$ cat config.mk
export PLATFORM = sky130hd
export DESIGN_NAME = input_conditioner
export DESIGN_NICKNAME = d
export VERILOG_FILES = /design/src/rtl/input_conditioner.sv
export SDC_FILE = /design/constraint.sdc
export NUM_CORES = 1
export LEC_CHECK = 0
export BUFFER_PORTS_ARGS = -buffer_cell sky130_fd_sc_hd__buf_2
export CORE_MARGIN = 2
export CORE_UTILIZATION = 56
export DETAILED_ROUTE_END_ITERATION = 6
export GPL_ROUTABILITY_DRIVEN = 0
export GPL_TIMING_DRIVEN = 0
export MAX_ROUTING_LAYER = met4
export PLACE_DENSITY = 0.86
export SLEW_MARGIN = 20
export SYNTH_ARGS = -nofsm -noshare
export SYNTH_HDL_FRONTEND = slang
export SYNTH_SLANG_ARGS = --single-unit
$ cat constraint.sdc
create_clock -name clk -period 2.2 [get_ports clk]
set_clock_uncertainty 0.1 [all_clocks]
set_input_delay 0.22 -clock clk [delete_from_list [all_inputs] [get_ports clk]]
set_output_delay 0.22 -clock clk [all_outputs]
set_load 0.005 [all_outputs]
$ cat src/rtl/input_conditioner.sv
// Button conditioning for the game controller: synchronize, debounce, edge-detect,
// and arbitrate turn requests. Define INPUT_SYNC_EN to include the two-flop synchronizers.
module input_conditioner #(
   parameter int DEBOUNCE_TICKS = 3,
   parameter int HOLD_TICKS     = 30
) (
   input  logic       clk,
   input  logic       rst,
   input  logic       raw_start,
   input  logic       raw_lturn,
   input  logic       raw_rturn,
   input  logic       raw_uturn,
   input  logic       consume,
   input  logic       pause,
   output logic       start_pulse,
   output logic       turn_valid,
   output logic [1:0] turn_req
);

   localparam int CW = $clog2(DEBOUNCE_TICKS + 1);
   localparam int HW = $clog2(HOLD_TICKS + 1);
   localparam logic [CW-1:0] DB_LAST   = CW'(DEBOUNCE_TICKS - 1);
   localparam logic [CW-1:0] CNT_ONE   = CW'(1);
   localparam logic [HW-1:0] HOLD_LOAD = HW'(HOLD_TICKS);
   localparam logic [HW-1:0] HOLD_ONE  = HW'(1);

   localparam int B_START = 0;
   localparam int B_LTURN = 1;
   localparam int B_RTURN = 2;
   localparam int B_UTURN = 3;

   typedef enum logic {
      IDLE    = 1'b0,
      PENDING = 1'b1
   } state_t;

   logic [3:0] raw_vec;
   logic [3:0] sync_lvl;

   assign raw_vec = {raw_uturn, raw_rturn, raw_lturn, raw_start};

`ifdef INPUT_SYNC_EN
   logic [3:0] sync1_q;
   logic [3:0] sync2_q;

   always_ff @(posedge clk or posedge rst) begin
      if (rst) begin
         sync1_q <= '0;
         sync2_q <= '0;
      end else begin
         sync1_q <= raw_vec;
         sync2_q <= sync1_q;
      end
   end

   assign sync_lvl = sync2_q;
`else
   assign sync_lvl = raw_vec;
`endif

   logic [3:0]    level_q;
   logic [3:0]    level_d;
   logic [3:0]    level_dly_q;
   logic [CW-1:0] cnt_q [4];
   logic [CW-1:0] cnt_d [4];
   logic [3:0]    rise;

   // A level flips only after DEBOUNCE_TICKS consecutive cycles of disagreement.
   always_comb begin
      level_d = level_q;
      for (int i = 0; i < 4; i++) begin
         cnt_d[i] = '0;
         if (sync_lvl[i] != level_q[i]) begin
            if (cnt_q[i] == DB_LAST) begin
               level_d[i] = sync_lvl[i];
            end else begin
               cnt_d[i] = cnt_q[i] + CNT_ONE;
            end
         end
      end
   end

   always_ff @(posedge clk or posedge rst) begin
      if (rst) begin
         level_q     <= '0;
         level_dly_q <= '0;
         for (int i = 0; i < 4; i++) begin
            cnt_q[i] <= '0;
         end
      end else begin
         level_q     <= level_d;
         level_dly_q <= level_q;
         for (int i = 0; i < 4; i++) begin
            cnt_q[i] <= cnt_d[i];
         end
      end
   end

   assign rise = level_q & ~level_dly_q;

   logic start_pulse_q;
   logic start_pulse_d;

   assign start_pulse_d = rise[B_START];

   always_ff @(posedge clk or posedge rst) begin
      if (rst) begin
         start_pulse_q <= 1'b0;
      end else begin
         start_pulse_q <= start_pulse_d;
      end
   end

   assign start_pulse = start_pulse_q;

   logic       accept;
   logic [1:0] new_dir;

   // U-turn wins outright; left and right together cancel each other.
   always_comb begin
      accept  = 1'b0;
      new_dir = 2'b00;
      if (rise[B_UTURN]) begin
         accept  = 1'b1;
         new_dir = 2'b11;
      end else if (rise[B_LTURN] && !rise[B_RTURN]) begin
         accept  = 1'b1;
         new_dir = 2'b01;
      end else if (rise[B_RTURN] && !rise[B_LTURN]) begin
         accept  = 1'b1;
         new_dir = 2'b10;
      end
   end

   state_t        state_q;
   state_t        state_d;
   logic [1:0]    dir_q;
   logic [1:0]    dir_d;
   logic [HW-1:0] hold_q;
   logic [HW-1:0] hold_d;

   always_ff @(posedge clk or posedge rst) begin
      if (rst) begin
         state_q <= IDLE;
         dir_q   <= 2'b00;
         hold_q  <= '0;
      end else begin
         state_q <= state_d;
         dir_q   <= dir_d;
         hold_q  <= hold_d;
      end
   end

   // A fresh edge always takes priority over consume and expiry (newest wins).
   always_comb begin
      state_d = state_q;
      dir_d   = dir_q;
      hold_d  = hold_q;
      case (state_q)
         IDLE: begin
            if (accept) begin
               state_d = PENDING;
               dir_d   = new_dir;
               hold_d  = HOLD_LOAD;
            end
         end
         PENDING: begin
            if (accept) begin
               dir_d  = new_dir;
               hold_d = HOLD_LOAD;
            end else if (consume) begin
               state_d = IDLE;
               dir_d   = 2'b00;
               hold_d  = '0;
            end else if (!pause) begin
               if (hold_q == HOLD_ONE) begin
                  state_d = IDLE;
                  dir_d   = 2'b00;
                  hold_d  = '0;
               end else begin
                  hold_d = hold_q - HOLD_ONE;
               end
            end
         end
         default: begin
            state_d = IDLE;
            dir_d   = 2'b00;
            hold_d  = '0;
         end
      endcase
   end

   assign turn_valid = (state_q == PENDING);
   assign turn_req   = turn_valid ? dir_q : 2'b00;

endmodule

After elaboration in Yosys (flattened, before gate mapping)
Index checks and enable logic that the tools add are counted.
{ "totals": {"ff_bits": 25, "input_bits": 8} }
{ "op_classes": {"add_sub_neg": 5, "eq_ne": 12, "muxes": 33, "n_bitwise": 3, "reduce_logical": 10} }
{ "ops": {"columns": ["operator", "count"], "rows": [
  ["2-bit 2-to-1 mux", 17],
  ["5-bit 2-to-1 mux", 5],
  ["5-bit case mux with 2 select lines", 1],
  ["2-bit AND reduction", 5],
  ["2-bit by 1-bit adder with 2-bit output, second input constant", 4],
  ["2-bit equality test, second input constant", 4],
  ["1-bit 2-to-1 mux", 8],
  ["5-bit by 1-bit equality test with 1-bit output, second input constant", 1],
  ["5-bit by 1-bit subtractor with 5-bit output, second input constant", 1],
  ["4-bit AND", 1],
  ["1-bit != test", 4],
  ["4-bit by 3-bit != test with 1-bit output, second input constant", 1],
  ["4-bit != test, second input constant", 1],
  ["4-bit NOT", 1],
  ["2-bit case mux with 2 select lines", 1],
  ["3-bit AND reduction", 1],
  ["1-bit logical AND", 2],
  ["1-bit zero test", 2],
  ["2-bit != test, second input constant", 1],
  ["1-bit case mux with 2 select lines", 1],
  ["1-bit NOT", 1]
]} }

Longest topological paths before layout
{ "depth": {"ltp_word": 9, "depth_mapped": 5} }

Worst setup path before layout
No wires, ideal clock.
{ "synth_timing": {"path_type": "register to register", "from": "reg hold_q[1]", "to": "reg dir_q[0]", "setup_ns": 0.126, "t_arrival_ns": 1.285, "slack_ns": 0.688, "stages_incl_launch_ff": 6, "path_buffers": 0, "period_less_slack_ns": 1.512, "cell_sequence": "dfrtp_1 -> inv_1 -> ha_1 -> nor4b_4 -> o211ai_2 -> a311o_1"} }
{ "synth_via": {"elab_chain_cells": 3} }
{ "synth_lines": {"columns": ["element", "line", "text"], "rows": [
  ["start, declared", "139", "logic [HW-1:0] hold_q;"],
  ["start signal, assigned", "150", "hold_q <= hold_d;"],
  ["5-bit by 1-bit equality test with 1-bit output", "176", "if (hold_q == HOLD_ONE) begin"],
  ["4-bit by 3-bit != test with 1-bit output (no source line)", null, null],
  ["3-bit AND reduction (no source line)", null, null],
  ["end signal, assigned", "149", "dir_q <= dir_d;"],
  ["end, declared", "137", "logic [1:0] dir_q;"]
]} }
Every way passes these cells.
A chain may end at the register's enable or synchronous reset.

Final worst setup path
{ "layout_timing": {"from": "reg hold_q[1]", "to": "reg dir_q[1]"} }
Same word-level chain as after synthesis.

==> flow_summary.json <==
{
  "clkSinkCount": 25,
  "slew_viol_final": 0,
  "core-area_um2": 1920,
  "dp_slack_ns": 0.541,
  "path_clk_slew_ns": 0.13,
  "syn_nets": 102,
  "clock_latency_ns": 0.31,
  "hpwl_um": 1240,
  "crit_type": "flop to flop",
  "postCtsSetupBuffers": 0,
  "ys_seq_area_frac": 0.557,
  "io_pins": 12,
  "yosys_warnings": 0,
  "initial_core_util": 0.584,
  "die_w_um": 48.8,
  "ys_seq_elements": 25,
  "area.sequential_um2": 626,
  "fmaxAchievable_ghz": 0.601,
  "cts_resized": 0,
  "grt_pass1_wl_um": 3040,
  "clockRootBuffer": "clkbuf_4",
  "n_antenna_cell": 0,
  "met2_usage": 0.292,
  "finalNetCount": 118,
  "finalCritPeriodShare": 0.757,
  "cts_hold_buf": 0,
  "multi_input_comb_area_um2": 473,
  "worst_slew_pin_slew_ns": 0.905,
  "avgSynthCellArea_um2": 12.5,
  "fin_ws_ns": 0.535,
  "yosys.area.top_type_share": 0.557,
  "p_per_area_nw_per_um2": 1320,
  "yosys.cell_types.count": 23,
  "die_h_um": 48.8,
  "hold_ws_ns": -0.0170,
  "synth_area_um2": 1120,
  "violations": "negative hold slack",
  "ir_worst_vdd_uv": 676,
  "io_buffers": 11,
  "postRouteWirelength_um": 1700,
  "area_growth_pct": 10.3,
  "rows": 16,
  "dr.pass1.iters": 4,
  "setup.worst_path.start_class": "flop",
  "worstHoldPathType": "input port to async pin",
  "power.leakage_nw": 0.553,
  "period_needed_ns": 1.67,
  "drive_gt1_frac": 0.210,
  "ant_nets": 0,
  "cts_tree": "built",
  "worstPathArrival_ns": 1.77,
  "final_cell_area_um2": 1240,
  "cap_violations": 0,
  "dpl-instance-area_um2": 1210,
  "critPathMaxFanout": 4,
  "synth_top_area_cell": "dfrtp_1",
  "vias": 722,
  "grt-busiest-layer": "met2",
  "met3_usage": 0.0278,
  "grt_setup_unrepaired": "false",
  "n_fill_cell": 159,
  "cp-end-kind": "flop",
  "drt_iter0_markers": 7,
  "viasPerCell": 5.47,
  "clk_path_buf_depth": 2,
  "setup_tns_ns": 0,
  "status": "finished, violations left",
  "finalHoldViolCount": 25,
  "cp.required_ns": 2.31,
  "maxSlewHeadroom": 0.396,
  "h-tree-depth": 1,
  "rrSetupSlack_ns": 0.53,
  "dieArea_um2": 2380,
  "grt_use_met1": 0.197,
  "grt_pass1_vias": 708,
  "wl_per_cell_um": 12.9,
  "grt_usage": 0.170,
  "drcViolationCount": 0,
  "synth_area_leaders": "dfrtp_1 56%, nor2b_1 5.6%, ha_1 4.5%, mux2_2 4.0%, nor4b_1 3.1%",
  "grt_max_degree": 26,
  "overflow": 0,
  "rr_worst_depth": 5,
  "syn-instance-count": 90,
  "numCtsBuffers": 3,
  "setup_viol": 0,
  "antenna_found_initial": 0
}
[flip-flops by register name, summed over array words and instances, names as in the netlist]
signal and flops:
start_pulse 1, dir_q 2, level_q 4, turn_valid 1
level_dly_q 4, cnt_q 8, hold_q 5
[cell families after synthesis]
group                      Yosys count  share of synthesized area
DFF                                 25                      0.557
AOI/OAI and AO/OA                   14                      0.100
xor gates and xnor gates             4                     0.0312
muxes                                4                     0.0401
buffers and inverters                6                     0.0212
and+or+nand+nor                     33                      0.205
adders and majority gates            4                     0.0446
[layout make-up]
cell class	count	area share
Sequential cell	25	0.506
Clock buffer	4	0.0212
Multi-Input combinational cell	59	0.382
Inverter	5	0.0152
Tap cell	27	0.0273
Buffer	1	0.00404
Timing Repair Buffer	11	0.0445
[stage by stage]
step                      total power [W]   util  std cells
after floorplan                   0.00128      -         90
after global placement            0.00140  0.630        128
after detailed placement          0.00145  0.630        128
after CTS                         0.00165  0.644        132
after global routing              0.00177  0.644        132
final                             0.00163  0.644        132
[report_power, final]
part / switching (W) / internal (W)
logic: 0.000270 / 0.000334
clock network: 0.000126 / 0.0000707
registers: 0.000159 / 0.000672
total: 0.000555 / 0.00108
[per-layer routing]
layer  vias to the layer above  wire [um]
li1                        350          -
met4                         0         14
met2                        14        879
met1                       356        758
met3                         2         44
met5                         -          0
[critical path, cell delays in order (launching register included)]
cell,delay (ns)
dfrtp_1,0.40
inv_1,0.10
ha_1,0.19
nor4b_4,0.30
o211ai_2,0.12
a311o_1,0.36
[synth_stat cells]
cell type,instances
buf_2,1
a311o_1,3
a221o_1,1
o211ai_2,1
o21ai_0,3
nand2b_1,5
nor3b_1,4
nor4_1,1
xnor2_1,4
nor4b_4,1
a211o_1,2
dfrtp_1,25
mux2_2,4
nor2b_1,10
and2_1,2
inv_1,5
nor4b_1,4
nor3_1,5
a21oi_1,2
o21bai_1,1
o21ba_2,1
nor2_1,1
ha_1,4
[worst paths after layout]
check                              end           start
setup / recovery              dir_q[1]       hold_q[1]
hold / removal                cnt_q[5]             rst
setup reg to reg              dir_q[1]       hold_q[1]
hold reg to reg            start_pulse  level_dly_q[0]
max in group asynchronous   turn_valid             rst
min in group clk            level_q[1]       raw_lturn
[layout by cell type (no fill, tap or decap), types with 5 or more instances in the layout]
master,count
nand2b_1,5
nor2b_1,10
nor3_1,5
inv_1,5
dfrtp_1,25
buf_2,12
No activity file was read; power rests on OpenSTA's default activity.
